<file path="config.mk">
export PLATFORM = sky130hd
export DESIGN_NAME = io_read_arbiter
export DESIGN_NICKNAME = d
export VERILOG_FILES = /design/src/rtl/io_read_arbiter.sv
export SDC_FILE = /design/constraint.sdc
export NUM_CORES = 1
export LEC_CHECK = 0
export ABC_AREA = 1
export CAP_MARGIN = 30
export CORE_UTILIZATION = 51
export CTS_CLUSTER_DIAMETER = 150
export CTS_CLUSTER_SIZE = 20
export DETAILED_ROUTE_END_ITERATION = 8
export PLACE_DENSITY = 0.95
export SYNTH_ARGS = -nofsm -noshare
export SYNTH_HDL_FRONTEND = slang
export SYNTH_SLANG_ARGS = --single-unit
</file>
<file path="constraint.sdc">
create_clock -name clk28 -period 3.45 [get_ports clk28]
set_input_delay 0.5175 -clock clk28 [delete_from_list [all_inputs] [get_ports clk28]]
set_output_delay 0.5175 -clock clk28 [all_outputs]
set_load 0.01 [all_outputs]
</file>
<file path="src/rtl/io_read_arbiter.sv">
// I/O read data arbiter: grants the CPU read bus to the highest-priority responder
// for one bus cycle, with hold timeout, collision pulse and saturating collision count.
module io_read_arbiter #(
  parameter int unsigned TIMEOUT = 63
) (
  input  logic       clk28,
  input  logic       rst,
  input  logic       ioreq,
  input  logic       rd,
  input  logic [3:0] req,
  input  logic [7:0] data0,
  input  logic [7:0] data1,
  input  logic [7:0] data2,
  input  logic [7:0] data3,
  output logic [7:0] d_out,
  output logic       d_out_active,
  output logic [1:0] owner,
  output logic       collision,
  output logic [7:0] collision_cnt,
  output logic       timeout
);

  localparam int unsigned DATA_W = 8;
  localparam int unsigned REQ_W  = 4;
  localparam int unsigned IDX_W  = 2;
  localparam int unsigned CNT_W  = 6;

  typedef enum logic [1:0] {
    ST_IDLE  = 2'd0,
    ST_GRANT = 2'd1,
    ST_DONE  = 2'd2
  } state_t;

  state_t              state, state_nxt;
  logic [CNT_W-1:0]    hold_cnt, hold_cnt_nxt, hold_inc;
  logic [DATA_W-1:0]   d_out_nxt;
  logic                d_out_active_nxt;
  logic [IDX_W-1:0]    owner_nxt, prio_idx;
  logic                collision_nxt, timeout_nxt, multi_req, cyc;
  logic [DATA_W-1:0]   collision_cnt_nxt;
  logic [DATA_W-1:0]   data_arr [REQ_W];

  assign cyc         = ioreq & rd;
  assign data_arr[0] = data0;
  assign data_arr[1] = data1;
  assign data_arr[2] = data2;
  assign data_arr[3] = data3;
  assign hold_inc    = hold_cnt + CNT_W'(1);
  assign multi_req   = (req & (req - REQ_W'(1))) != REQ_W'(0);

  // Fixed priority: bit 0 wins
  always_comb begin
    if (req[0])      prio_idx = IDX_W'(0);
    else if (req[1]) prio_idx = IDX_W'(1);
    else if (req[2]) prio_idx = IDX_W'(2);
    else             prio_idx = IDX_W'(3);
  end

  // Next-state and registered-output values
  always_comb begin
    state_nxt         = state;
    hold_cnt_nxt      = hold_cnt;
    d_out_nxt         = d_out;
    d_out_active_nxt  = 1'b0;
    owner_nxt         = owner;
    collision_nxt     = 1'b0;
    collision_cnt_nxt = collision_cnt;
    timeout_nxt       = 1'b0;
    case (state)
      ST_IDLE: begin
        if (cyc && (req != REQ_W'(0))) begin
          state_nxt        = ST_GRANT;
          owner_nxt        = prio_idx;
          d_out_nxt        = data_arr[prio_idx];
          d_out_active_nxt = 1'b1;
          hold_cnt_nxt     = CNT_W'(0);
          collision_nxt    = multi_req;
          if (multi_req && !(&collision_cnt))
            collision_cnt_nxt = collision_cnt + DATA_W'(1);
        end
      end
      ST_GRANT: begin
        // Strobe release wins over responder drop and timeout
        if (!cyc) begin
          state_nxt = ST_IDLE;
        end else if (!req[owner]) begin
          state_nxt = ST_DONE;
        end else if (hold_inc == CNT_W'(TIMEOUT)) begin
          state_nxt    = ST_DONE;
          timeout_nxt  = 1'b1;
          hold_cnt_nxt = hold_inc;
        end else begin
          d_out_active_nxt = 1'b1;
          d_out_nxt        = data_arr[owner];
          hold_cnt_nxt     = hold_inc;
        end
      end
      ST_DONE: begin
        if (!cyc) state_nxt = ST_IDLE;
      end
      default: state_nxt = ST_IDLE;
    endcase
  end

  always_ff @(posedge clk28) begin
    if (rst) begin
      state         <= ST_IDLE;
      hold_cnt      <= CNT_W'(0);
      d_out         <= 8'hFF;
      d_out_active  <= 1'b0;
      owner         <= IDX_W'(0);
      collision     <= 1'b0;
      collision_cnt <= DATA_W'(0);
      timeout       <= 1'b0;
    end else begin
      state         <= state_nxt;
      hold_cnt      <= hold_cnt_nxt;
      d_out         <= d_out_nxt;
      d_out_active  <= d_out_active_nxt;
      owner         <= owner_nxt;
      collision     <= collision_nxt;
      collision_cnt <= collision_cnt_nxt;
      timeout       <= timeout_nxt;
    end
  end

endmodule

</file>
==> results of run 1 <==
==> path summary, 6_finish.rpt <==
check,slack (ns),cells after the start,to
setup / recovery,1.15,7,d_out[6]
setup reg to reg,1.15,7,d_out[6]
hold / removal,0.51,2,collision_cnt[4]
hold reg to reg,0.51,2,collision_cnt[4]
==> sequential cells by signal, indices dropped and copies added (netlist names) <==
name / cells
collision: 1
collision_cnt: 8
d_out: 8
d_out_active: 1
hold_cnt: 6
owner: 2
state: 2
timeout: 1
==> cell families (layout without fill, tap and decap cells) <==
logic type / after synthesis / in the layout / synth area share (%)
adders and majority gates: 3 / 3 / 1.734
DFF: 29 / 29 / 26.82
AOI/OAI and AO/OA: 66 / 66 / 15.95
and+or+nand+nor: 193 / 193 / 40.98
buffers and inverters: 60 / 114 / 12.08
xor gates and xnor gates: 6 / 6 / 2.428
==> per-stage QoR <==
stage                     setup WS, ns  utilization, %  power [W]  cell area (um2)  hold WS [ns]
final                            1.151           70.68  0.0009387             2848        0.5133
after global routing            0.9858           70.68  0.0009801             2848        0.5288
after CTS                        1.198           70.68  0.0009341             2848        0.5081
after detailed placement        0.9451           68.17  0.0006210             2746        0.4975
after global placement           1.015           68.17  0.0006144             2746        0.4837
after floorplan                  1.979               -  0.0005209             2165        0.4547
==> report_power, final <==
part           internal [W]  total, W  switching (W)
Sequential         0.000353  0.000377      0.0000234
Clock              0.000180  0.000319       0.000139
Combinational      0.000113  0.000243       0.000130
Total              0.000646  0.000939       0.000293
==> metal layers <==
metal / track usage, % / part of all wire, % / up-vias
li1: - / - / 1267
met1: 36.15 / 43 / 1141
met2: 48.88 / 48 / 115
met3: 4.730 / 7.8 / 15
met4: 12.23 / 1.7 / 0
met5: 0 / 0 / -
==> worst max-delay path, cell delays in order (launching register included) <==
cell     delay [ns]
dfxtp_1        0.40
inv_1          0.08
nor2_1         0.70
nand2_1        0.29
nor2_1         0.18
nand2_1        0.25
nand3_1        0.16
nand3_1        0.09
==> area by class of cell <==
class,count,area [um2]
timing repair buffer,60,600.6
tap,50,62.56
clock inverter,1,5.005
sequential,29,580.6
clock buffer,7,96.34
multi-input combinational,268,1323
fill,340,1181
inverter,46,180.2
==> layout by cell type, fill, tap and decap left out, types with 6 or more instances in the layout <==
cell	synthesis	layout
o21ai_0	27	27
o21ai_1	6	6
dfxtp_1	29	29
nor2_1	28	28
nand2_1	90	90
clkbuf_8	0	7
a21oi_1	27	27
clkdlybuf4s50_1	0	60
inv_1	38	38
nand3_1	53	53
==> impl_metrics.yaml, run 1 <==
grt:
  grt-ovfl-total: 0
  grt_pass1_wl_um: 10010
  grt.total_usage_pct: 28.95
  grt_max_degree: 21
  grt_pass1_vias: 2299
  antenna_found_initial: 0
clock_network:
  hold_buffers: 0
  htreeDepth: 2
  clock_latency_ns: 0.29
  root_buffer: "clkbuf_8"
  cts_tree: "yes"
  clkSlewWorstSetupHoldPaths_ns: 0.07
  cts.repair.resized: 0
  cts_setup_buffers: 0
  cts_buffers: 5
  cts_buffer_depth: 2
  clkSinkCount: 29
floorplan:
  die_area_mm2: 0.004509
  io_pins: 61
  row_count: 23
  core_area_mm2: 0.004029
  die_x_um: 67.15
  die_h_um: 67.15
  start_util_pct: 53.73
routing:
  wire_per_inst_um: 13.24
  drtPass1Iterations: 6
  num_vias: 2538
  via_per_inst: 5.505
  drtAntennaViolNets: 0
  wl_um: 6102
  drt_iter0_drc: 238
  drc: 0
timing:
  maxSlewViolCount: 0
  fmax_ghz: 0.4350
  hold_violations: 0
  fin_crit_ns: 2.299
  fin_tns_setup_ns: 0
  fin_skew_ns: 0.01565
  slew-limit-headroom_pct: 38.65
  finalCritPeriodShare_pct: 66.64
  worst_pin_slew_ns: 0.9169
  setup_violations: 0
  rsz0062_at_grt: "false"
worst_setup_path:
  cp.arrival_ns: 2.44
  crit_type: "flop to flop"
  critPathMaxFanout: 12
  cp-end-kind: "flop"
  worst_ep_required_time_ns: 3.59
  crit_start: "state[0]"
  r2r_start: "state[0]"
  critPathLaunchType: "flop"
logic_synthesis:
  synth_area_leader_cell: "dfxtp_1"
  yosys_warnings: 0
  netlist.area_leader.share_pct: 26.82
  synth_edf_count: 0
  synthCells: 357
  ys_types: 35
  synth_area_mm2: 0.002165
  avgSynthCellArea_um2: 6.063
  netlist_top_cells_count: "nand2_1 (90), nand3_1 (53), inv_1 (38), dfxtp_1 (29), nor2_1 (28)"
  ys_ff_latch: 29
  async_flop_share_pct: 0
  synthTopCellsByArea: "dfxtp_1 (27%), nand2_1 (16%), nand3_1 (12%)"
  synth_flop_cell: "dfxtp_1"
  yosysSeqAreaShare_pct: 26.82
  syn_nets: 400
  yosysMostFrequentCell: "nand2_1"
cells_and_area:
  drive_gt1_share_pct: 7.299
  nets: 453
  final_cells: 461
  synthToLayoutAreaGrowth_pct: 31.56
  n_antenna_cell: 0
status:
  outcome: "completed"
power_and_ir_drop:
  ir_drop_mv: 0.2576
  powerDensity_mw_per_mm2: 329.6
  p_leak_nw: 1.334
place:
  dp_hpwl_um: 4371
  place_congestion: 0.8832
  numPortBuffers: 60
  placed_cells: 453
job:
  drv_cap: 0
worst_hold_path:
  holdCritPathClass: "flop to flop"
  hp-start: "collision_cnt[4]"
No activity file was read; power rests on OpenSTA's default activity.
==> inputs of run 2 (changes only) <==
--- a/config.mk
+++ b/config.mk
@@ -7,11 +7,11 @@
 export LEC_CHECK = 0
 export ABC_AREA = 1
 export CAP_MARGIN = 30
-export CORE_UTILIZATION = 51
+export CORE_UTILIZATION = 44
 export CTS_CLUSTER_DIAMETER = 150
 export CTS_CLUSTER_SIZE = 20
 export DETAILED_ROUTE_END_ITERATION = 8
-export PLACE_DENSITY = 0.95
+export PLACE_DENSITY = 0.89
 export SYNTH_ARGS = -nofsm -noshare
 export SYNTH_HDL_FRONTEND = slang
 export SYNTH_SLANG_ARGS = --single-unit
==> constraint.sdc (replaced) <==
create_clock -name clk28 -period 1.94 [get_ports clk28]
set_input_delay 0.291 -clock clk28 [delete_from_list [all_inputs] [get_ports clk28]]
set_output_delay 0.291 -clock clk28 [all_outputs]
set_load 0.01 [all_outputs]
==> run 2 against run 1 <==
Effect of this change:
- register-to-register slack lost 0.93 ns
- first-iteration DRC count grew 8.4%
- sequential share of layout area shrank 0.73 points
- clock power grew 73%
- wire length grew 0.29%
- die area grew 15%
- critical path depth shrank 5
- global-route usage shrank 4.9 points
- utilization shrank 8.1 points
- cell count grew 6.1%
==> impl_metrics.yaml, run 2 (same netlist as run 1, synthesis figures left out) <==
timing:
  slew-limit-headroom_pct: 65.89
  rsz0062_at_grt: "false"
  fin_tns_setup_ns: 0
  finalCritPeriodShare_pct: 94.78
  hold_violations: 0
  worst_pin_slew_ns: 0.5111
  maxSlewViolCount: 0
  timing.final.ws_setup_ns: 0.1013
  fmax_ghz: 0.5439
  fin_crit_ns: 1.839
  setup_violations: 0
  fin_skew_ns: 0.006847
grt:
  grt-ovfl-total: 0
  antenna_found_initial: 0
  grt_pass1_vias: 2253
  grt.total_usage_pct: 24.04
  grt_pass1_wl_um: 9894
  grt_max_degree: 20
place:
  numPortBuffers: 60
  dp_hpwl_um: 4522
  dp_worst_setup_slack_ns: 0.08924
  place_congestion: 0.8630
routing:
  num_vias: 2574
  wl_um: 6120
  drtPass1Iterations: 5
  drt_iter0_drc: 258
  drtAntennaViolNets: 0
  drc: 0
  wire_per_inst_um: 12.52
  via_per_inst: 5.264
cells_and_area:
  n_antenna_cell: 0
  reg.largest.list: "collision_cnt (8), d_out (8), hold_cnt (6)"
  layout_common_cells: "nand2_1 (89), clkdlybuf4s50_1 (60), nand3_1 (53)"
  nets: 464
  final_common_cell: "nand2_1"
  drive_gt1_share_pct: 9.953
  synthToLayoutAreaGrowth_pct: 36.47
worst_setup_path:
  critPathLaunchType: "flop"
  critPathMaxFanout: 17
  worst_ep_required_time_ns: 1.65
  cp-end-kind: "primary output"
  cp.arrival_ns: 1.55
  slowest_delay_ns: 0.56
  crit_type: "flop to primary output"
  r2r_slack_ns: 0.22
  crit_chain: "buf_4 -> clkdlybuf4s50_1"
  slowest_stage: "clkdlybuf4s50_1"
power_and_ir_drop:
  netSwitchingPower_w: 0.0005074
  switching_share_pct: 30.37
  ir_drop_mv: 0.4552
  clock_power_share_pct: 33.1
  powerDensity_mw_per_mm2: 565.6
  pwr-share-comb_pct: 27.4
  internal_power_w: 0.001163
  p_leak_nw: 1.388
  seq_power_share_pct: 39.5
clock_network:
  cts_buffers: 5
  clkSinkCount: 29
  cts_tree: "yes"
  cts_buffer_depth: 2
  hold_buffers: 0
  htreeDepth: 2
  clkSlewWorstSetupHoldPaths_ns: 0.06
  clock_latency_ns: 0.28
  root_buffer: "clkbuf_8"
floorplan:
  die_area_mm2: 0.005204
  start_util_pct: 45.83
  row_count: 25
  io_pins: 61
  die_h_um: 72.14
  core_area_mm2: 0.004723
  die_x_um: 72.14
job:
  drv_cap: 0
status:
  outcome: "completed"
worst_hold_path:
  holdCritPathClass: "flop to flop"
run 2: cell types whose count changed in the layout (fill, tap and decap cells not counted), sizes merged:
cell / change
buf: +11
run 2: routing by layer:
layer / vias to the layer above / track usage (%) / part of all wire (%) / wire length (um)
li1: 1283 / - / - / -
met5: - / 0 / 0 / 0
met3: 23 / 4.444 / 5.6 / 345
met1: 1169 / 30.38 / 44 / 2704
met2: 99 / 39.56 / 47 / 2897
met4: 0 / 11.33 / 2.8 / 173
run 2: worst paths after layout:
path / to / depth (start not counted) / from
worst max register to register: d_out[3] / 8 / hold_cnt[1]
worst min register to register: hold_cnt[4] / 2 / hold_cnt[4]
worst max-delay path: owner[0] / 2 / owner[0]
worst min-delay path: hold_cnt[4] / 2 / hold_cnt[4]
run 2: cell type report:
class,count,area (um2)
multi-input cells,268,1325
repair buffers,71,683.2
clock inverters,1,5.005
fillers,412,1769
flip-flops and latches,29,580.6
clock buffers,7,96.34
inverters,46,180.2
well taps,67,83.83
run 2: metrics by stage:
step                std cells  instance area (um2)  utilization [%]  total power, W  hold slack (ns)
finish                    489                 2954            62.54        0.001671           0.5041
global route              489                 2954            62.54        0.001763           0.5164
CTS                       488                 2944            62.33        0.001672           0.5004
detailed placement        480                 2843            60.19        0.001121           0.4903
global placement          480                 2843            60.19        0.001111           0.4800
floorplan                 357                 2165                -       0.0009264           0.3688
run 2: what timing repair did:
action                                  in CTS  in global routing
buffers inserted                             0                  1
endpoints found under the setup margin       0                  8
resized for setup                            0                  1
run 2: power by group through the flow:
stage	registers, W	clock network, W	logic [W]
floorplan	0.000672	0	0.000255
global placement	0.000672	0	0.000440
detailed placement	0.000672	0	0.000449
CTS	0.000659	0.000561	0.000452
global route	0.000663	0.000595	0.000505
finish	0.000660	0.000553	0.000458
run 2: worst max-delay path: cells and delay by family, from the launching register on:
kind / cells / cell delay [ns]
buffers and inverters: 2 / 0.81
DFF: 1 / 0.45
==> inputs of run 3 (changes only) <==
--- a/config.mk
+++ b/config.mk
@@ -8,10 +8,10 @@
 export ABC_AREA = 1
 export CAP_MARGIN = 30
 export CORE_UTILIZATION = 44
-export CTS_CLUSTER_DIAMETER = 150
 export CTS_CLUSTER_SIZE = 20
 export DETAILED_ROUTE_END_ITERATION = 8
 export PLACE_DENSITY = 0.89
+export SLEW_MARGIN = 25
 export SYNTH_ARGS = -nofsm -noshare
 export SYNTH_HDL_FRONTEND = slang
 export SYNTH_SLANG_ARGS = --single-unit
==> results of run 3 <==
Same layout as run 2: the final DEF is identical, and so are final timing and power.
